<file path="src/rtl/asin_iter.sv">
// Sequential Q16.16 arcsine: bisection over the angle, each probe evaluating the
// 5-term Taylor sine on one shared multiplier and one constant divider.
//
// state | meaning
// IDLE  | waiting for start
// CHECK | saturate |x| >= 1.0, else open the [-pi/2, +pi/2] bracket
// MID   | mid = (lo+hi)/2, reset power/accumulator
// TERM  | acc += +/- p / fac[t]
// MUL   | two multiply cycles: p = p*mid*mid
// CMP   | shrink bracket on sine(mid) vs x
// DONE  | publish result, pulse done
module asin_iter #(
    parameter int ITER = 18
) (
    input  logic        clk,
    input  logic        rst,
    input  logic        start,
    input  logic [31:0] x,
    output logic        busy,
    output logic        done,
    output logic [31:0] asin,
    output logic        sat
);

    localparam int ITW = $clog2(ITER + 1);
    localparam logic signed [31:0] HALF_PI = 32'sd102944;
    localparam logic signed [31:0] ONE     = 32'sd65536;
    localparam logic signed [31:0] NEG_ONE = -32'sd65536;

    typedef enum logic [2:0] {IDLE, CHECK, MID, TERM, MUL, CMP, DONE} state_t;

    state_t             state;
    logic signed [31:0] xr, lo, hi, mid, p, acc, result;
    logic [2:0]         t;
    logic               neg, mcnt, sat_r;
    logic [ITW-1:0]     it;

    logic signed [31:0] num, quot, mid_next;
    logic signed [63:0] p64, m64, prod;

    function automatic logic signed [31:0] fac(input logic [2:0] k);
        case (k)
            3'd0:    fac = 32'sd1;
            3'd1:    fac = 32'sd6;
            3'd2:    fac = 32'sd120;
            3'd3:    fac = 32'sd5040;
            3'd4:    fac = 32'sd362880;
            default: fac = 32'sd1;
        endcase
    endfunction

    // Division truncates toward zero, so negating before dividing matches -(p/fac).
    assign num      = neg ? -p : p;
    assign quot     = num / fac(t);
    assign mid_next = (lo + hi) >>> 1;
    assign p64      = p;
    assign m64      = mid;
    assign prod     = p64 * m64;

    always_ff @(posedge clk or posedge rst) begin
        if (rst) begin
            state  <= IDLE;
            busy   <= 1'b0;
            done   <= 1'b0;
            asin   <= '0;
            sat    <= 1'b0;
            sat_r  <= 1'b0;
            xr     <= '0;
            lo     <= '0;
            hi     <= '0;
            mid    <= '0;
            p      <= '0;
            acc    <= '0;
            result <= '0;
            t      <= '0;
            neg    <= 1'b0;
            mcnt   <= 1'b0;
            it     <= '0;
        end else begin
            done <= 1'b0;
            case (state)
                IDLE: begin
                    if (start) begin
                        xr    <= x;
                        busy  <= 1'b1;
                        state <= CHECK;
                    end
                end
                CHECK: begin
                    if (xr >= ONE) begin
                        result <= HALF_PI;
                        sat_r  <= 1'b1;
                        state  <= DONE;
                    end else if (xr <= NEG_ONE) begin
                        result <= -HALF_PI;
                        sat_r  <= 1'b1;
                        state  <= DONE;
                    end else begin
                        lo    <= -HALF_PI;
                        hi    <= HALF_PI;
                        it    <= '0;
                        sat_r <= 1'b0;
                        state <= MID;
                    end
                end
                MID: begin
                    mid   <= mid_next;
                    p     <= mid_next;
                    acc   <= '0;
                    t     <= '0;
                    neg   <= 1'b0;
                    state <= TERM;
                end
                TERM: begin
                    acc <= acc + quot;
                    neg <= ~neg;
                    if (t == 3'd4) begin
                        state <= CMP;
                    end else begin
                        mcnt  <= 1'b0;
                        state <= MUL;
                    end
                end
                MUL: begin
                    p    <= 32'(prod >>> 16);
                    mcnt <= ~mcnt;
                    if (mcnt) begin
                        t     <= t + 3'd1;
                        state <= TERM;
                    end
                end
                CMP: begin
                    if (acc < xr) lo <= mid;
                    else          hi <= mid;
                    it <= it + ITW'(1);
                    if (it == ITW'(ITER - 1)) begin
                        // Final answer is the upper bracket after this update.
                        result <= (acc < xr) ? hi : mid;
                        state  <= DONE;
                    end else begin
                        state <= MID;
                    end
                end
                DONE: begin
                    asin  <= result;
                    sat   <= sat_r;
                    done  <= 1'b1;
                    busy  <= 1'b0;
                    state <= IDLE;
                end
                default: state <= IDLE;
            endcase
        end
    end

endmodule

</file>
<file path="config.mk">
export PLATFORM = sky130hd
export DESIGN_NAME = asin_iter
export DESIGN_NICKNAME = d
export VERILOG_FILES = /design/src/rtl/asin_iter.sv
export SDC_FILE = /design/constraint.sdc
export NUM_CORES = 2
export LEC_CHECK = 0
export ABC_AREA = 1
export CAP_MARGIN = 20
export CELL_PAD_IN_SITES_DETAIL_PLACEMENT = 0
export CELL_PAD_IN_SITES_GLOBAL_PLACEMENT = 2
export CORE_MARGIN = 5
export CORE_UTILIZATION = 36
export CTS_CLUSTER_SIZE = 8
export DETAILED_ROUTE_END_ITERATION = 7
export GPL_ROUTABILITY_DRIVEN = 0
export PLACE_DENSITY_LB_ADDON = 0.1
export SYNTH_ARGS = -nofsm -noshare
export SYNTH_HDL_FRONTEND = slang
export SYNTH_SLANG_ARGS = --single-unit
</file>
<file path="constraint.sdc">
create_clock -name clk -period 79.5 [get_ports clk]
set_input_delay 15.9 -clock clk [delete_from_list [all_inputs] [get_ports clk]]
set_output_delay 15.9 -clock clk [all_outputs]
set_load 0.05 [all_outputs]
</file>
==> results.md <==
* Status: finished clean
* Critical path capture point type: flop
* Number of flops mapped to enable cells by yosys at 0
* GRT overflow at 0
* Commonest cells after routing, fill and taps aside: nand2_1 (2569), inv_1 (1877), fa_1 (826)
* Clock Sink Count at 271
* Worst Setup EP: acc[31]
* DR pass1 iterations at 5
* Die Wd at 458.9 µm
* Syn Nets at between 10000 and 15000
* TritonCTS buffer count at 42
* Fin. max-slew vios at 0
* Row count at around 160
* Htree depth at 2
* Hold slack at 475.1 ps
* Synth unique cells at 95
* Yosys Warn Count at 0
* Synth Flop Type: dfrtp_1
* Detailed-route via count at 64370
* Slew headroom at between 20% and 30%
* Footprint of the multi-input gates at 57140 µm²
* Yosys reg bits at 271
* Final Setup Violations at 0
* Proportion of layout cells with a drive suffix above 1 at 14.40%
* Post-synthesis sequential area ratio at 9.347%
* Clock skew at 64.83 ps
* Mean Syn Cell Area at 7.196 µm²
* Crit-path slowest cell: dfrtp_1
* Antenna violations before repair at 5
* Synth Instances at just over 10000
* Commonest non-fill, non-tap cell in the layout: nand2_1
* Final HPWL DP at 206800 µm
* I/O pin total at 70
* Total track usage at 23.85%
* CP required at 80000 ps
* Most used cell, CP: nand2_1
* Sequential cell area at 6795 µm²
* Core area at 200100 µm²
* First-pass GRT wire length at about 390000 µm
* CP max stage delay at 510 ps
* Critical path class: flop to flop
* Maximum fanout along the worst path at 22
* Root buf cell: clkbuf_16
* Max Freq at 13.83 MHz
* Die Footprint at 210600 µm²
* Hold WC Path Type: flop to flop
* Worst reg2reg path endpoint: acc[31]
* Fillers at 21320
* DRT antenna net count at 0
* Area Overhead vs Synth at 10.55%
* Crit share post-route at approximately 91%
* Worst reg2reg setup slack at 7200 ps
* Critical path launch point type: flop
* Worst Path Arrival at 72800 ps
* DRT iter0 DRCs at 3347
* Reg2reg path depth at about 630
* Final hold vios at 0
* Post-Syn Area at 72550 µm²
* Least-Margin Pin Slew at 1135 ps
* Worst skew pair latency at around 610 ps
* Number of global-route vias before repair at 65470
* Finished Core Util at between 40 and 50%
* Reg clk slew, reported paths at 60 ps
* Largest net degree at the start of global routing at 155
* Wire length per cell at 19.70 µm
* Max-cap check violation count at 0
* Routed WL at 255700 µm
* Starting Density at 36.26%
* Final nets at 11800
* Ys async rst share at between 90% and 100%
* Min cycle time layout at 72300 ps
* Die height at about 460 µm
* Worst r2r src: p[2]
* CTS tree: yes
* Port Buffer Count at between 60 and 70
* Drt drc at 0
* Longest Clk Path Bufs at 3
* Worst Setup SP: p[2]
* Via density at 4.960
cells by family (layout without fill, tap and decap cells):
group           after synthesis  after routing  synth area share, %
simple gates               4401           4405                28.70
buf+inv                    2306           2541                13.43
fa+ha+maj                  1457           1457                33.67
compound gates             1218           1218                9.580
xor+xnor                    424            424                5.175
flops                       271            271                9.347
mux                           6              6              0.09139
other cells                   0              1                    0
metal layers:
metal | up-vias | GRT usage (%) | share of wire, %
li1 | 31670 | - | -
met1 | 31400 | 32.71 | 46
met3 | 244 | 1.808 | 3.2
met5 | - | 0 | 0
met4 | 0 | 4.756 | 2.3
met2 | 1061 | 41.41 | 48
synth_stat cells, drive strengths merged (15+ instances only):
| cell | instances | area (µm²) |
|---|---|---|
| nor4 | 29 | 187.7 |
| nand3 | 530 | 3268 |
| nand4 | 113 | 768.2 |
| fa | 826 | 16540 |
| a21oi | 409 | 2152 |
| xor2 | 280 | 2486 |
| a22oi | 23 | 172.7 |
| inv | 1935 | 7293 |
| o221ai | 15 | 131.4 |
| dfrtp | 271 | 6782 |
| or2 | 34 | 220.2 |
| clkinv | 18 | 81.33 |
| o21bai | 30 | 236.5 |
| o211ai | 45 | 337.8 |
| o21a | 16 | 127.6 |
| nor3 | 76 | 435.4 |
| nand2 | 2928 | 12490 |
| xnor2 | 144 | 1269 |
| nor2 | 654 | 3172 |
| clkbuf | 248 | 1361 |
| a21o | 26 | 200.2 |
| nand3b | 18 | 155.2 |
| o21ai | 541 | 2756 |
| o31ai | 23 | 172.7 |
| ha | 631 | 7895 |
| buf | 100 | 934.7 |
| a31oi | 29 | 181.4 |
through the flow:
stage               setup TNS (ps)  std cells  setup slack, ps  instance area (µm²)
CTS                              0      12910            124.4                78590
detailed placement               0      12850            224.4                77340
global route                 -1612      12980           -758.4                80200
global placement                 0      12850             1838                77320
finish                           0      12980             7203                80200
floorplan                        0      10080            19.01                72610
cell type report:
type                    count  area share (%)
clock inverters             7          0.1544
well taps                2656           4.143
flip-flops and latches    271           8.472
repair buffers            522           5.231
inverters                1958           9.340
multi-input cells        7510           71.24
repair inverters            2         0.01716
clock buffers              52           1.395
diodes                      1        0.003120
how the worst min path moves through the flow:
stage,cells past startpoint,endpoint,startpoint
floorplan,2,asin[30],result[30]
global placement,2,busy,busy
detailed placement,2,asin[1],asin[1]
CTS,2,asin[30],asin[30]
global route,2,asin[2],asin[2]
finish,2,asin[2],asin[2]
state kept, by name, summed over array words and instances (netlist names):
signal and count:
state 3, acc 32, hi 32, mcnt 1, p 32, result 32
neg 1, t 3, mid 31, busy 1, done 1, sat_r 1
lo 31, xr 32, sat 1, it 5, asin 32
timing repair:
| action | in CTS | in global routing |
|---|---|---|
| resized for setup | 2 | 322 |
| gates cloned | 0 | 7 |
| hold buffers | 0 | 0 |
| pin swaps | 0 | 89 |
| endpoints found under the setup margin | 1 | 32 |
| setup buffers | 0 | 60 |
worst max-delay path: cells and delay by family, from the launching register on:
| family | cells | cell delay [ps] |
|---|---|---|
| buffers and inverters | 109 | 8580 |
| xor gates and xnor gates | 4 | 800 |
| adders and majority gates | 34 | 9830 |
| AOI/OAI and AO/OA | 181 | 24860 |
| DFF | 1 | 510 |
| and+or+nand+nor | 300 | 27340 |
Power is not shown: default switching activity piles up to over one toggle a cycle in this logic, so the estimate is an artifact.
